--- src/rtl/game_flow_ctrl.sv ---
// Game sequencer: title -> countdown -> play -> game-over loop. It gates the game-logic
// reset and the fire click, and tracks bases, difficulty level, final score and high score.
module game_flow_ctrl #(
    parameter int OUT_WIDTH         = 8,
    parameter int START_HOLD_CYCLES = 65_000_000,
    parameter int OVER_HOLD_CYCLES  = 130_000_000,
    parameter int LEVEL_STEP        = 10,
    parameter int MAX_LEVEL         = 7
) (
    input  logic                 clk,
    input  logic                 rst,
    input  logic                 click,
    input  logic                 base1_nuked,
    input  logic                 base2_nuked,
    input  logic                 base3_nuked,
    input  logic [OUT_WIDTH-1:0] killcount,
    output logic                 game_rst_n,
    output logic                 click_game,
    output logic [1:0]           state,
    output logic [2:0]           level,
    output logic [1:0]           bases_left,
    output logic [OUT_WIDTH-1:0] final_score,
    output logic [OUT_WIDTH-1:0] high_score
);

    typedef enum logic [1:0] {
        S_IDLE  = 2'b00,
        S_COUNT = 2'b01,
        S_PLAY  = 2'b10,
        S_OVER  = 2'b11
    } state_t;

    localparam int HOLD_MAX = (START_HOLD_CYCLES > OVER_HOLD_CYCLES) ? START_HOLD_CYCLES
                                                                     : OVER_HOLD_CYCLES;
    localparam int CNT_W    = (HOLD_MAX > 1) ? $clog2(HOLD_MAX) : 1;
    localparam int TW       = OUT_WIDTH + 1;

    localparam logic [CNT_W-1:0] START_LAST = CNT_W'(START_HOLD_CYCLES - 1);
    localparam logic [CNT_W-1:0] OVER_LAST  = CNT_W'(OVER_HOLD_CYCLES - 1);
    localparam logic [TW-1:0]    STEP       = TW'(LEVEL_STEP);
    localparam logic [2:0]       LVL_MAX    = 3'(MAX_LEVEL);

    state_t           state_q, state_d;
    logic [CNT_W-1:0] cnt_q, cnt_d;
    logic [2:0]       lost_q, lost_d;
    logic [2:0]       level_q, level_d;
    logic [TW-1:0]    thr_q, thr_d;
    logic             click_q;
    logic             rise;
    logic             game_end;
    logic [1:0]       lost_cnt;

    assign rise     = click & ~click_q;
    assign lost_cnt = 2'({1'b0, lost_q[0]} + {1'b0, lost_q[1]} + {1'b0, lost_q[2]});
    assign game_end = (state_q == S_PLAY) && (state_d == S_OVER);

    always_comb begin
        state_d = state_q;
        cnt_d   = cnt_q;
        lost_d  = lost_q;
        level_d = level_q;
        thr_d   = thr_q;
        unique case (state_q)
            S_IDLE: begin
                if (rise) begin
                    state_d = S_COUNT;
                    cnt_d   = '0;
                    lost_d  = '0;
                    level_d = '0;
                    thr_d   = STEP;
                end
            end
            S_COUNT: begin
                cnt_d = cnt_q + 1'b1;
                if (cnt_q == START_LAST)
                    state_d = S_PLAY;
            end
            S_PLAY: begin
                lost_d = lost_q | {base3_nuked, base2_nuked, base1_nuked};
                // One level step per cycle; a big killcount jump catches up over cycles.
                if (({1'b0, killcount} >= thr_q) && (level_q < LVL_MAX)) begin
                    level_d = level_q + 3'd1;
                    thr_d   = thr_q + STEP;
                end
                if (lost_d == 3'b111) begin
                    state_d = S_OVER;
                    cnt_d   = '0;
                end
            end
            S_OVER: begin
                // Counter parks on its last value, which is what unlocks the restart.
                if (cnt_q != OVER_LAST)
                    cnt_d = cnt_q + 1'b1;
                else if (rise) begin
                    state_d = S_COUNT;
                    cnt_d   = '0;
                    lost_d  = '0;
                    level_d = '0;
                    thr_d   = STEP;
                end
            end
            default: state_d = S_IDLE;
        endcase
    end

    always_ff @(posedge clk) begin
        if (!rst) begin
            state_q     <= S_IDLE;
            cnt_q       <= '0;
            lost_q      <= '0;
            level_q     <= '0;
            thr_q       <= STEP;
            click_q     <= 1'b0;
            game_rst_n  <= 1'b0;
            click_game  <= 1'b0;
            bases_left  <= 2'd3;
            final_score <= '0;
            high_score  <= '0;
        end else begin
            state_q    <= state_d;
            cnt_q      <= cnt_d;
            lost_q     <= lost_d;
            level_q    <= level_d;
            thr_q      <= thr_d;
            click_q    <= click;
            game_rst_n <= (state_d == S_PLAY);
            click_game <= (state_q == S_PLAY) && rise;
            bases_left <= 2'd3 - lost_cnt;
            if (game_end) begin
                final_score <= killcount;
                if (killcount > high_score)
                    high_score <= killcount;
            end
        end
    end

    assign state = state_q;
    assign level = level_q;

endmodule

--- config.mk ---
export PLATFORM = sky130hd
export DESIGN_NAME = game_flow_ctrl
export DESIGN_NICKNAME = d
export VERILOG_FILES = /design/src/rtl/game_flow_ctrl.sv
export SDC_FILE = /design/constraint.sdc
export NUM_CORES = 1
export LEC_CHECK = 0
export BUFFER_PORTS_ARGS = -buffer_cell sky130_fd_sc_hd__buf_4
export CAP_MARGIN = 20
export CORE_ASPECT_RATIO = 1.75
export CORE_MARGIN = 8
export CORE_UTILIZATION = 60
export CTS_BUF_LIST = sky130_fd_sc_hd__clkbuf_2 sky130_fd_sc_hd__clkbuf_4 sky130_fd_sc_hd__clkbuf_8
export DETAILED_ROUTE_END_ITERATION = 8
export MAX_ROUTING_LAYER = met4
export PLACE_DENSITY_LB_ADDON = 0.1
export SYNTH_ARGS = -nofsm -noshare
export SYNTH_HDL_FRONTEND = slang
export SYNTH_SLANG_ARGS = --single-unit
export TNS_END_PERCENT = 100
--- constraint.sdc ---
create_clock -name clk -period 4.7 [get_ports clk]
set_input_delay 0.47 -clock clk [delete_from_list [all_inputs] [get_ports clk]]
set_output_delay 0.47 -clock clk [all_outputs]
set_load 0.005 [all_outputs]
Word level (Yosys, flattened, before mapping)
Cells that the tools add are included.
{"block": "classes", "n_addsub": 6, "n_mul": 0, "div": 0, "magnitude_cmp": 3, "eq_ne": 11, "shifts": 0, "n_mux": 20, "bitwise": 3, "reduce_logical": 8}
{"operator": "27-bit case mux with 4 select lines", "n": 1}
{"operator": "27-bit two-way mux", "n": 3}
{"operator": "27-bit by 1-bit adder with 27-bit output, second input constant", "n": 1}
{"operator": "27-bit by 26-bit == test with 1-bit output, second input constant", "n": 1}
{"operator": "9-bit two-way mux", "n": 3}
{"operator": "27-bit != test, second input constant", "n": 1}
{"operator": "9-bit case mux with 3 select lines", "n": 1}
{"operator": "3-bit case mux with 3 select lines", "n": 2}
{"operator": "3-bit two-way mux", "n": 5}
{"operator": "9-bit by 4-bit adder with 9-bit output, second input constant", "n": 1}
{"operator": "8-bit by 9-bit greater-or-equal comparator with 1-bit output", "n": 1}
{"operator": "2-bit == test, second input constant", "n": 4}
{"operator": "8-bit > comparator", "n": 1}
{"operator": "2-bit two-way mux", "n": 4}
{"operator": "2-bit case mux with 4 select lines", "n": 1}
{"operator": "2-bit != test, second input constant", "n": 3}
{"operator": "2-bit AND reduction", "n": 2}
{"operator": "3-bit by 1-bit adder with 3-bit output, second input constant", "n": 1}
{"operator": "3-bit == test, second input constant", "n": 1}
{"operator": "1-bit logical AND", "n": 3}
{"operator": "3-bit less-than comparator, second input constant", "n": 1}
{"operator": "3-bit bitwise OR", "n": 1}
{"operator": "3-bit AND reduction", "n": 1}
{"operator": "3-bit nonzero test", "n": 1}
{"operator": "7 further kinds", "n": 7}
{"block": "totals", "ff_bits": 65, "latchBits": 0, "ram_bits": 0, "romBits": 0, "inputBits": 14, "n_memories": 0}

Logic depth before layout (Yosys ltp)
{"block": "depth", "ltp_word": 8, "depth_mapped": 10, "depth_no_buf": 8}

Worst setup path after synthesis
OpenSTA, ideal clock, no wires.
{"block": "synth_timing", "path_kind": "input port to flip-flop", "start": "input killcount[5]", "end": "register high_score[6]", "setup_ps": 83, "arrival_time_ps": 2139, "setup_slack_ps": 2479, "cell_stages": 8, "path_buffers": 1, "cell_sequence": "ha_1 a21o_1 a21o_1 a21oi_1 clkbuf_1 nand3_1 mux2_2 o221ai_1"}
{"block": "synth_via", "elab_chain_cells": 2}
{"item": "from (decl)", "line": "16", "source": "input logic [OUT_WIDTH-1:0] killcount,"}
{"item": "8-bit > comparator", "line": "131", "source": "if (killcount > high_score)"}
{"item": "2-bit AND reduction (no line)"}
{"item": "to (signal assigned)", "line": "132", "source": "high_score <= killcount;"}
{"item": "to (decl)", "line": "23", "source": "output logic [OUT_WIDTH-1:0] high_score"}
Every way passes these cells.
A chain may end at the register's enable or synchronous reset.

Final worst setup path
{"block": "layout_timing", "start": "register cnt_q[7]", "end": "register thr_q[8]"}
{"block": "layout_via", "elab_chain_cells": 3}
{"item": "from (decl)", "line": "44", "source": "logic [CNT_W-1:0] cnt_q, cnt_d;"}
{"item": "from (signal assigned)", "line": "121", "source": "cnt_q <= cnt_d;"}
{"item": "27-bit != test", "line": "92", "source": "if (cnt_q != OVER_LAST)"}
{"item": "2-bit != test (no line)"}
{"item": "3-bit AND reduction (no line)"}
{"item": "to (signal assigned)", "line": "124", "source": "thr_q <= thr_d;"}
{"item": "to (decl)", "line": "47", "source": "logic [TW-1:0] thr_q, thr_d;"}
Every way passes these cells.

==> flow_summary_export.csv <==
group,metric,value,unit
status,status,"finished, final reports clean",
critical_path,cpMaxStageDelayCell,"or4b_4",
yosys,synth_area,3610,um2
yosys,ys_seq_elements,64,
cells_and_area,utilization,0.701,
die,core_region_area,5830,um2
timing,post-route-period-util,0.577,
routing,finalWirelength,9.30,mm
timing,fin_skew,4.96,ps
power_and_ir_drop,p_int,821,uW
routing,via_count,3366,
power_and_ir_drop,ir_drop,225,uV
run,max_cap_viol_count,0,
routing,drtAntennaViolNets,0,
power_and_ir_drop,seq_power_share,0.502,
routing,wl_met3,379,um
cells_and_area,drive_gt1_frac,0.177,
timing,worst_slack,1990,ps
critical_path,crit_start,"cnt_q[7]$_SDFFE_PN0P_",
yosys,synth_top_cell_area_share,0.355,
timing,fmax,0.368,GHz
die,die_y,119,um
clock_tree,cts_setup_buffers,0,
clock_tree,clk_path_buf_depth,2,
yosys,synthTopCellsByArea,"dfxtp_1, ha_1, o21ai_0, nand3_1, nand2_1",
timing,slew_headroom,0.263,
timing,drv_slew,0,
power_and_ir_drop,power.switching,282,uW
critical_path,cp-start-kind,"flip-flop",
yosys,synth-main-ff-cell,"dfxtp_1",
clock_tree,numCtsBuffers,9,
clock_tree,clk_latency,340,ps
power_and_ir_drop,combPwrFrac,0.094,
critical_path,path_buf_inv,0,
cells_and_area,num_antenna_cells,0,
clock_tree,cts.sink_count,64,
yosys,synthCells,429,
global_route,grt_max_degree,76,
critical_path,critical_path.top_delay_family,"simple AND/OR/NAND/NOR gates",
routing,dr.first_iter.drc_count,163,
yosys,async_flop_share,0,
min_path,hold_start,"click",
yosys,synth_cell_type_count,63,
routing,m1WireLength,3.31,mm
yosys,synth_most_common_cell,"dfxtp_1",
yosys,synth_edf_count,0,
routing,route.detailed.drc,0,
routing,firstDrtPassIters,5,
routing,top_layer_used,"met4",
power_and_ir_drop,clockPowerShare,0.404,
clock_tree,clkTransAtPathRegs,70,ps
placed_design,pre_cts_ws,1910,ps
routing,wire_per_inst,17.2,um
clock_tree,cts_tree,"yes",
global_route,grt_pass1_wl,15.0,mm
cells_and_area,syn_to_final_growth,13.3,%
power_and_ir_drop,p_sw_frac,0.256,
critical_path,crit_path_end_kind,"flip-flop",
yosys,avgSynthCellArea,8.41,um2
critical_path,worst_path_largest_cell_delay,580,ps
critical_path,r2r_start,"cnt_q[7]$_SDFFE_PN0P_",
critical_path,cp_data_arrival_time,2940,ps
yosys,synth_largest_area_cell,"dfxtp_1",
yosys,synth_common_cells,"dfxtp_1, nand2_1, o21ai_0, nor2_1, nand3_1",
clock_tree,cts-root-buf,"clkbuf_8",
critical_path,path_class,"flip-flop to flip-flop",
critical_path,crit_chain,"or4b_4, nor4_4, a31o_2, nand3_1, nand2_1, nor2_1",
power_and_ir_drop,power_density,270,nW/um2
critical_path,required,4930,ps
timing,rsz0062_at_grt,"no",
yosys,yosysWarningCount,0,
clock_tree,cts_hold_buf,0,
yosys,syn_nets,462,
placed_design,portBuffers,38,
die,initial_core_util,0.619,
timing,setup_violations,0,
timing,finalHoldViolCount,0,
placed_design,dp_hpwl,6.78,mm
critical_path,path_max_fanout,23,
global_route,grt_pass1_vias,3182,
timing,min_period,2710,ps
global_route,grt_overflow,0,
cells_and_area,nets,491,
die,ioPinCount,39,
global_route,antenna_found_initial,0,
routing,wl_met2,5.24,mm
min_path,hp-class,"primary input to flip-flop",
timing,fin_hold_ws,355,ps
routing,avgViaCountPerCell,6.22,
clock_tree,cts_resized,0,
placed_design,place.gp.congestion,0.916,
yosys,ys_seq_area_frac,0.355,
power_and_ir_drop,power.leakage,0.00145,uW
timing,tns,0,ps
clock_tree,cts_max_level,3,
die,die_w,74.6,um
die,row_count,37,
die,dieArea,8850,um2
timing,worst-slew-pin-transition,1110,ps
global_route,grtUsageTotal,0.221,
==> cells by family (layout without fill, tap and decap cells) <==
kind of cell    after synthesis  after routing  share of synthesized area
flops                        64             64                      0.355
compound gates              106            106                      0.195
buf+inv                      42             76                     0.0510
simple gates                174            174                      0.264
mux                          16             16                     0.0471
xor+xnor                      8              8                     0.0194
fa+ha+maj                    19             19                     0.0679
==> metal layers <==
metal,GRT usage,vias to the layer above
met1,0.210,1631
met2,0.393,82
met4,0.123,0
li1,-,1626
met5,-,-
met3,0.0423,27
==> power groups by stage <==
stage                     logic, uW  registers, uW  clock network, uW
final                           104            554                446
after global placement          101            565                  0
after floorplan                75.3            563                  0
after global routing            115            554                472
after CTS                       105            553                452
after detailed placement        104            566                  0
==> sequential cells by signal, indices dropped and copies added (netlist names) <==
signal,count
thr_q,8
lost_q,3
game_rst_n,1
click_game,1
click_q,1
cnt_q,27
high_score,8
state,2
final_score,8
level,3
bases_left,2
==> layout by cell type (no fill, tap or decap), types with 3 or more instances in the layout <==
cell type	count
a21boi_0	5
a21o_1	4
a21oi_1	17
a22oi_1	3
a31oi_1	14
and3_1	4
buf_4	39
clkbuf_8	12
clkinv_2	3
dfxtp_1	64
ha_1	18
inv_1	21
mux2_2	8
mux2i_1	8
nand2_1	39
nand2b_1	4
nand3_1	31
nand4_1	8
nor2_1	32
nor2b_1	14
nor3_1	9
nor3_2	4
nor4_1	6
o21a_1	3
o21ai_0	33
o221ai_1	8
o31ai_1	3
xnor2_1	8
==> stage by stage <==
stage	std cells	total power, uW	cell area (um2)
2_1_floorplan	429	638	3610
3_3_place_gp	524	666	3890
3_5_place_dp	524	670	3890
4_1_cts	540	1110	4080
5_1_grt	541	1140	4090
6_report	541	1100	4090
==> path summary, 6_finish.rpt <==
check / endpoint / slack (ps) / cells after the start
max: thr_q[8]$_SDFFE_PN0P_ / 1990 / 6
min: click_q$_SDFF_PN0_ / 350 / 2
max reg2reg: thr_q[8]$_SDFFE_PN0P_ / 1990 / 6
min reg2reg: cnt_q[19]$_SDFFE_PN0P_ / 490 / 2
==> area by class of cell <==
class                           instances  area, um2
Sequential cell                        64       1280
Multi-Input combinational cell        323       2150
Tap cell                               78       97.6
Clock inverter                          3       15.0
Clock buffer                           13        173
Inverter                               21       78.8
Timing Repair Buffer                   39        293
Fill cell                             530       1740
Note: power is estimated with default switching activity, not from simulation.
